$ cat config.mk
export PLATFORM = sky130hd
export DESIGN_NAME = seq_digit_comparator
export DESIGN_NICKNAME = d
export VERILOG_FILES = /design/src/rtl/seq_digit_comparator_pkg.sv /design/src/rtl/seq_digit_comparator_digit_cmp.sv /design/src/rtl/seq_digit_comparator.sv
export SDC_FILE = /design/constraint.sdc
export NUM_CORES = 1
export LEC_CHECK = 0
export ABC_CLOCK_PERIOD_IN_PS = 4150
export CAP_MARGIN = 10
export CORE_ASPECT_RATIO = 0.75
export CORE_MARGIN = 1
export CORE_UTILIZATION = 30
export CTS_CLUSTER_SIZE = 24
export DETAILED_ROUTE_END_ITERATION = 12
export HOLD_SLACK_MARGIN = 0.06
export SETUP_SLACK_MARGIN = 0.1
export SLEW_MARGIN = 40
export SYNTH_ARGS = -nofsm -noshare
export SYNTH_HDL_FRONTEND = slang
export SYNTH_SLANG_ARGS = --single-unit
export TNS_END_PERCENT = 30
$ cat constraint.sdc
create_clock -name clk -period 4.15 [get_ports clk]
set_input_delay 0.83 -clock clk [delete_from_list [all_inputs] [get_ports clk]]
set_output_delay 0.83 -clock clk [all_outputs]
set_load 0.1 [all_outputs]
$ cat src/rtl/seq_digit_comparator_pkg.sv
// Shared definitions for the digit-serial magnitude comparator.
// States are plain 2-bit constants so older tools can consume them unchanged.
package seq_digit_comparator_pkg;

  typedef logic [1:0] state_t;

  localparam state_t ST_IDLE = 2'd0;
  localparam state_t ST_CMP  = 2'd1;
  localparam state_t ST_DONE = 2'd2;

  typedef struct packed {
    logic less;
    logic more;
    logic equal;
  } result_t;

  // Digit counter width; a single-digit configuration still needs one bit.
  function automatic int cnt_width(input int num_digits);
    return (num_digits > 1) ? $clog2(num_digits) : 1;
  endfunction

endpackage

$ cat src/rtl/seq_digit_comparator_digit_cmp.sv
// Combinational compare of one DIGIT-bit slice of both operands.
module digit_cmp #(
  parameter int DIGIT = 4
) (
  input  logic [DIGIT-1:0] a_i,
  input  logic [DIGIT-1:0] b_i,
  output logic             lt_o,
  output logic             gt_o,
  output logic             eq_o
);

  assign lt_o = (a_i < b_i);
  assign gt_o = (a_i > b_i);
  assign eq_o = (a_i == b_i);

endmodule

$ cat src/rtl/seq_digit_comparator.sv
// Digit-serial MSB-first magnitude comparator with early termination.
// Signed mode flips both sign bits so the unsigned datapath gives signed order.
module seq_digit_comparator
  import seq_digit_comparator_pkg::*;
#(
  parameter  int WIDTH      = 16,
  parameter  int DIGIT      = 4,
  localparam int NUM_DIGITS = WIDTH / DIGIT,
  localparam int CNT_W      = cnt_width(WIDTH / DIGIT)
) (
  input  logic             clk,
  input  logic             rst,
  input  logic             start_i,
  input  logic             signed_mode_i,
  input  logic [WIDTH-1:0] x_i,
  input  logic [WIDTH-1:0] y_i,
  output logic             busy_o,
  output logic             done_o,
  output logic             less_o,
  output logic             more_o,
  output logic             equal_o
);

  localparam logic [WIDTH-1:0] SIGN_MASK  = WIDTH'(1) << (WIDTH - 1);
  localparam logic [CNT_W-1:0] LAST_DIGIT = CNT_W'(NUM_DIGITS - 1);

  state_t             state_q, state_d;
  logic [WIDTH-1:0]   xs_q, xs_d;
  logic [WIDTH-1:0]   ys_q, ys_d;
  logic [CNT_W-1:0]   cnt_q, cnt_d;
  result_t            res_q, res_d;
  logic [WIDTH-1:0]   flip;
  logic               dig_lt, dig_gt, dig_eq;

  digit_cmp #(
    .DIGIT(DIGIT)
  ) u_digit_cmp (
    .a_i (xs_q[WIDTH-1 -: DIGIT]),
    .b_i (ys_q[WIDTH-1 -: DIGIT]),
    .lt_o(dig_lt),
    .gt_o(dig_gt),
    .eq_o(dig_eq)
  );

  assign flip = signed_mode_i ? SIGN_MASK : '0;

  always_comb begin
    state_d = state_q;
    xs_d    = xs_q;
    ys_d    = ys_q;
    cnt_d   = cnt_q;
    res_d   = res_q;
    case (state_q)
      ST_IDLE, ST_DONE: begin
        state_d = ST_IDLE;
        if (start_i) begin
          state_d = ST_CMP;
          xs_d    = x_i ^ flip;
          ys_d    = y_i ^ flip;
          cnt_d   = '0;
        end
      end
      ST_CMP: begin
        if (!dig_eq) begin
          state_d = ST_DONE;
          res_d   = '{less: dig_lt, more: dig_gt, equal: 1'b0};
        end else if (cnt_q == LAST_DIGIT) begin
          state_d = ST_DONE;
          res_d   = '{less: 1'b0, more: 1'b0, equal: 1'b1};
        end else begin
          xs_d  = xs_q << DIGIT;
          ys_d  = ys_q << DIGIT;
          cnt_d = cnt_q + CNT_W'(1);
        end
      end
      default: state_d = ST_IDLE;
    endcase
  end

  always_ff @(posedge clk) begin
    if (rst) begin
      state_q <= ST_IDLE;
      xs_q    <= '0;
      ys_q    <= '0;
      cnt_q   <= '0;
      res_q   <= '0;
    end else begin
      state_q <= state_d;
      xs_q    <= xs_d;
      ys_q    <= ys_d;
      cnt_q   <= cnt_d;
      res_q   <= res_d;
    end
  end

  assign busy_o  = (state_q == ST_CMP);
  assign done_o  = (state_q == ST_DONE);
  assign less_o  = res_q.less;
  assign more_o  = res_q.more;
  assign equal_o = res_q.equal;

endmodule

; ---- Word-level counts from Yosys, hierarchy flattened
; Cells that the tools add are included.
; Widths: inputs -> output; s select.
[classes]
n_addsub = 1
mux = 19
n_div = 0
reduce_logical = 5
magnitude_cmp = 2
bitwise = 2
mul = 0
eq_ne = 9
n_shift = 0
[op_table]
columns = cell, count
row1 = $mux 16, 7
row2 = $pmux 16 s2, 2
row3 = $xor 16x16->16, 2
row4 = $mux 2, 5
row5 = $pmux 2 s2, 2
row6 = $mux 3, 2
row7 = $eq 2x2->1 const B, 2
row8 = $eq 4x4->1, 1
row9 = $gt 4x4->1, 1
row10 = $lt 4x4->1, 1
row11 = $ne 2x1->1 const B, 2
row12 = $ne 2x2->1 const B, 2
row13 = $reduce_and 4->1, 1
row14 = $ne 3x2->1 const B, 1
row15 = $add 2x1->2 const B, 1
row16 = $eq 2x1->1 const B, 1
row17 = $logic_not 2->1, 1
row18 = $reduce_and 2->1, 1
row19 = $reduce_bool 2->1, 1
row20 = $reduce_or 2->1, 1
row21 = $mux 1, 1
[totals]
output_inout_bits = 5
romBits = 0
latch_bits = 0
in_bits = 36
ff_bits = 39
memories = 0
wordCells = 45
mem_bits_rw = 0

; ---- Logic depth before layout (Yosys ltp)
[logic_depth]
word_depth = 4
ltp_mapped = 8

; ---- Cells and area by module
; A second synthesis with hierarchy kept.
[hier_totals]
hier_cells = 220
hier_area_um2 = 1910.6
[modules_own_cells]
columns = mod, seq_area_each_um2, area_per_inst_um2, cells_per_inst, n_inst
row1 = seq_digit_comparator, 780.7, 1781.7, 204, 1
row2 = digit_cmp, 0.0, 128.9, 16, 1

; ---- Worst setup path after synthesis
; Ideal clock, no wire load.
[synth_timing]
kind = register to output
from = reg state_q[0]
to = out done_o
arrival_ns = 1.652
n_path_buf = 0
slack_ns = 1.668
path_stages_with_launch = 2
path_cell_list = dfxtp_1 nor2b_1
[synth_via]
elab_chain_cells = 1
[synth_rtl]
columns = element, line
row1 = start: declaration, seq_digit_comparator.sv:27  ; state_t state_q, state_d;
row2 = start signal: assignment, seq_digit_comparator.sv:88  ; state_q <= state_d;
row3 = $eq 2x2->1, seq_digit_comparator.sv:97  ; assign done_o = (state_q == ST_DONE);
row4 = end: declaration, seq_digit_comparator.sv:18  ; output logic done_o,
; Every way passes these cells.

; ---- Worst setup path after layout
[layout_timing]
from = reg state_q[1]
to = out busy_o
[layout_via]
elab_chain_cells = 1
[layout_rtl]
columns = element, line
row1 = $eq 2x1->1, seq_digit_comparator.sv:96  ; assign busy_o = (state_q == ST_CMP);
row2 = end: declaration, seq_digit_comparator.sv:17  ; output logic busy_o,
; Every way passes these cells.

==> results.cfg <==
[run_status]
status = complete, no violations

[synth]
synthCells = 217
ys_ff_latch = 39
syn-cell-area_um2 = 1829
synth_cell_types = 27
muxShareOfSynthArea_pct = 0.6156
syn_avg_cell_area_um2 = 8.430
yosys.area_share.simple_pct = 24.08
syn_nets = 258
synth_top_family_by_area = simple AND/OR/NAND/NOR gates
ys_warn_count = 0
synth-compound-area-share_pct = 21.55
synthAdderAreaFrac_pct = 3.420
synth-xor-area-share_pct = 0.9576
yosysSeqAreaShare_pct = 42.68

[setup_path]
cp_data_required_time_ps = 3320
r2r_slack_ps = 2140
critPathCaptureType = output pin
arrival_ps = 1780
cp-start-kind = flop
path_max_fanout = 30
critPathMaxStageDelay_ps = 430
cpMaxStageDelayCell = inv_2
crit_type = reg -> out
path_common_cell = buf_4
path_cells = nand2b_1 > buf_4 > inv_2 > buf_4

[detailed_routing]
drc = 0
drt_iter0_markers = 57
dr.pass1.iters = 4
totalWireLength_um = 4127
post_drt_via_cell_ratio = 4.823
ant_nets = 0
wl_per_cell_um = 12.58
vias = 1582

[clock_network]
cts_setup_buffers = 0
cts-root-buf = clkbuf_8
htreeDepth = 2
cts_hold_buf = 0
cts_resized = 0
numCtsBuffers = 5
clock_path_buffers = 2
cts_tree = done
clk_latency_ps = 290
clkSinkCount = 39
clk_pin_slew_ps = 70

[grt]
track_usage_pct = 14.13
antenna_found_initial = 0
grt_pass1_wl_um = 7189
grt_pass1_vias = 1533
grt_max_degree = 48
grt_overflow_total = 0

[sta]
setup_viol = 0
tightest_slew_ps = 599.2
rsz0062_at_grt = no
fin_crit_ps = 2609
finalHoldViolCount = 0
relSlewSlack_pct = 59.97
max_freq_ghz = 0.3833
final_max_slew_viol_count = 0
period_share_pct = 62.86
skew_ps = 4.960
setup_tns_ps = 0

[final_layout]
drive_above_1_share_pct = 12.00
nNetsFinal = 290
layout-area-overhead-vs-synth_pct = 26.13
regArea_um2 = 780.7
n_antenna_cell = 0
fillCellCount = 624
multi_input_area_um2 = 925.9

[pwr]
p_total_uw = 919.2
peakVddDrop_mv = 0.2068
p_leak_nw = 0.8553
power_density_nw_per_um2 = 398.4

[run]
maxCapViolCount = 0

[die]
core.rowCount = 24
die_area_um2 = 6417
start_util_pct = 31.24
chipWidth_um = 92.17
die_h_um = 69.63
core_area_um2 = 5856
pin_count = 41

[place]
place_congestion = 0.7542
dp_hpwl_um = 2766
port_buffers = 40

[worst_hold_path]
hold_class = reg -> reg
## report_power, final
part | internal, mW | switching [mW] | total [mW] | leakage (nW)
Combinational | 0.0953 | 0.146 | 0.241 | 0.486
Clock | 0.115 | 0.132 | 0.247 | 0.0477
Sequential | 0.412 | 0.0193 | 0.432 | 0.322
## synthesized netlist by cell type
cell      instances  area share [%]
o211ai_1          3             1.2
inv_2             1            0.21
clkbuf_1          7             1.4
nor2b_1           3             1.0
buf_4             2            0.82
a21o_1            1            0.41
dfxtp_1          39              43
nand3_1          14             3.8
a311oi_2         10             8.2
nand4_1           1            0.34
nand2_1          56              11
nand4_4           1             1.2
mux2_2            1            0.62
buf_1             1            0.21
nor2_1           24             4.9
inv_1             4            0.82
a211oi_1          1            0.41
ha_1              5             3.4
a311oi_1         12             5.7
or3_1             1            0.34
buf_6             3             1.8
a21oi_1          16             4.4
o31ai_4           1             1.2
nand2b_1          2            0.68
xnor2_1           2            0.96
nor3_1            1            0.27
buf_2             5             1.4
## state kept, by name (all words and copies together), names as in the netlist
| name | count |
|---|---|
| equal_o | 1 |
| xs_q | 16 |
| more_o | 1 |
| state_q | 2 |
| less_o | 1 |
| ys_q | 16 |
| cnt_q | 2 |
## layout make-up
class / count / share of cell area [%]
clock buffers: 5 / 2.983
clock inverters: 3 / 0.6508
inverters: 5 / 0.8135
multi-input cells: 155 / 40.13
flip-flops and latches: 39 / 33.84
well taps: 78 / 4.230
repair buffers: 43 / 17.35
## worst max-delay path: cells and delay by family (launching register included)
kind / cells / cell delay (ps)
buffers and inverters: 3 / 1050
flip-flops: 1 / 310
AND/OR/NAND/NOR: 1 / 130
## metrics by stage
step           std cells  setup WS (ps)  utilization [%]  area, um^2  hold slack, ps
4_1_cts              328           1511            39.40        2307           474.3
5_1_grt              328           1424            39.40        2307           500.7
3_3_place_gp         320           1502            38.31        2243           454.5
2_1_floorplan        217           1668                -        1829           443.7
6_report             328           1541            39.40        2307           469.6
3_5_place_dp         320           1449            37.97        2223           462.4
## cell families after synthesis
logic type                 count (synthesis)
DFF                                       39
adders and majority gates                  5
and+or+nand+nor                          103
AOI/OAI and AO/OA                         44
buffers and inverters                     23
muxes                                      1
xor gates and xnor gates                   2
## layout by cell type, fill, tap and decap left out
cell type	count
nand4_4	1
nand4_1	1
a311oi_1	12
mux2_2	1
a211oi_1	1
nand3_1	14
buf_2	4
clkdlybuf4s50_1	35
clkbuf_8	5
ha_1	5
buf_4	4
nor3_1	1
nor2b_1	3
inv_1	4
o211ai_1	3
dfxtp_1	39
inv_2	1
a21oi_1	16
o31ai_4	1
nor2_1	24
a311oi_2	10
nand2b_1	2
xnor2_1	2
or3_1	1
nand2_1	56
clkinv_2	3
a21o_1	1
## metal layers
| layer | up-vias | share of wire (%) | GRT usage [%] |
|---|---|---|---|
| met3 | 5 | 5.9 | 4.057 |
| met2 | 41 | 42 | 20.81 |
| met5 | - | 0 | 0 |
| met1 | 716 | 52 | 20.30 |
| met4 | 0 | 0.73 | 3.125 |
| li1 | 820 | - | - |
## final timing paths
| check | start | end | cells after the start |
|---|---|---|---|
| setup / recovery | state_q[1]$_SDFFE_PP0P_ | busy_o | 4 |
| hold / removal | more_o$_SDFFE_PP0P_ | more_o$_SDFFE_PP0P_ | 2 |
| setup reg to reg | ys_q[14]$_SDFFE_PP0P_ | xs_q[9]$_SDFFE_PP0P_ | 7 |
| hold reg to reg | more_o$_SDFFE_PP0P_ | more_o$_SDFFE_PP0P_ | 2 |
No activity file was read; power rests on OpenSTA's default activity.
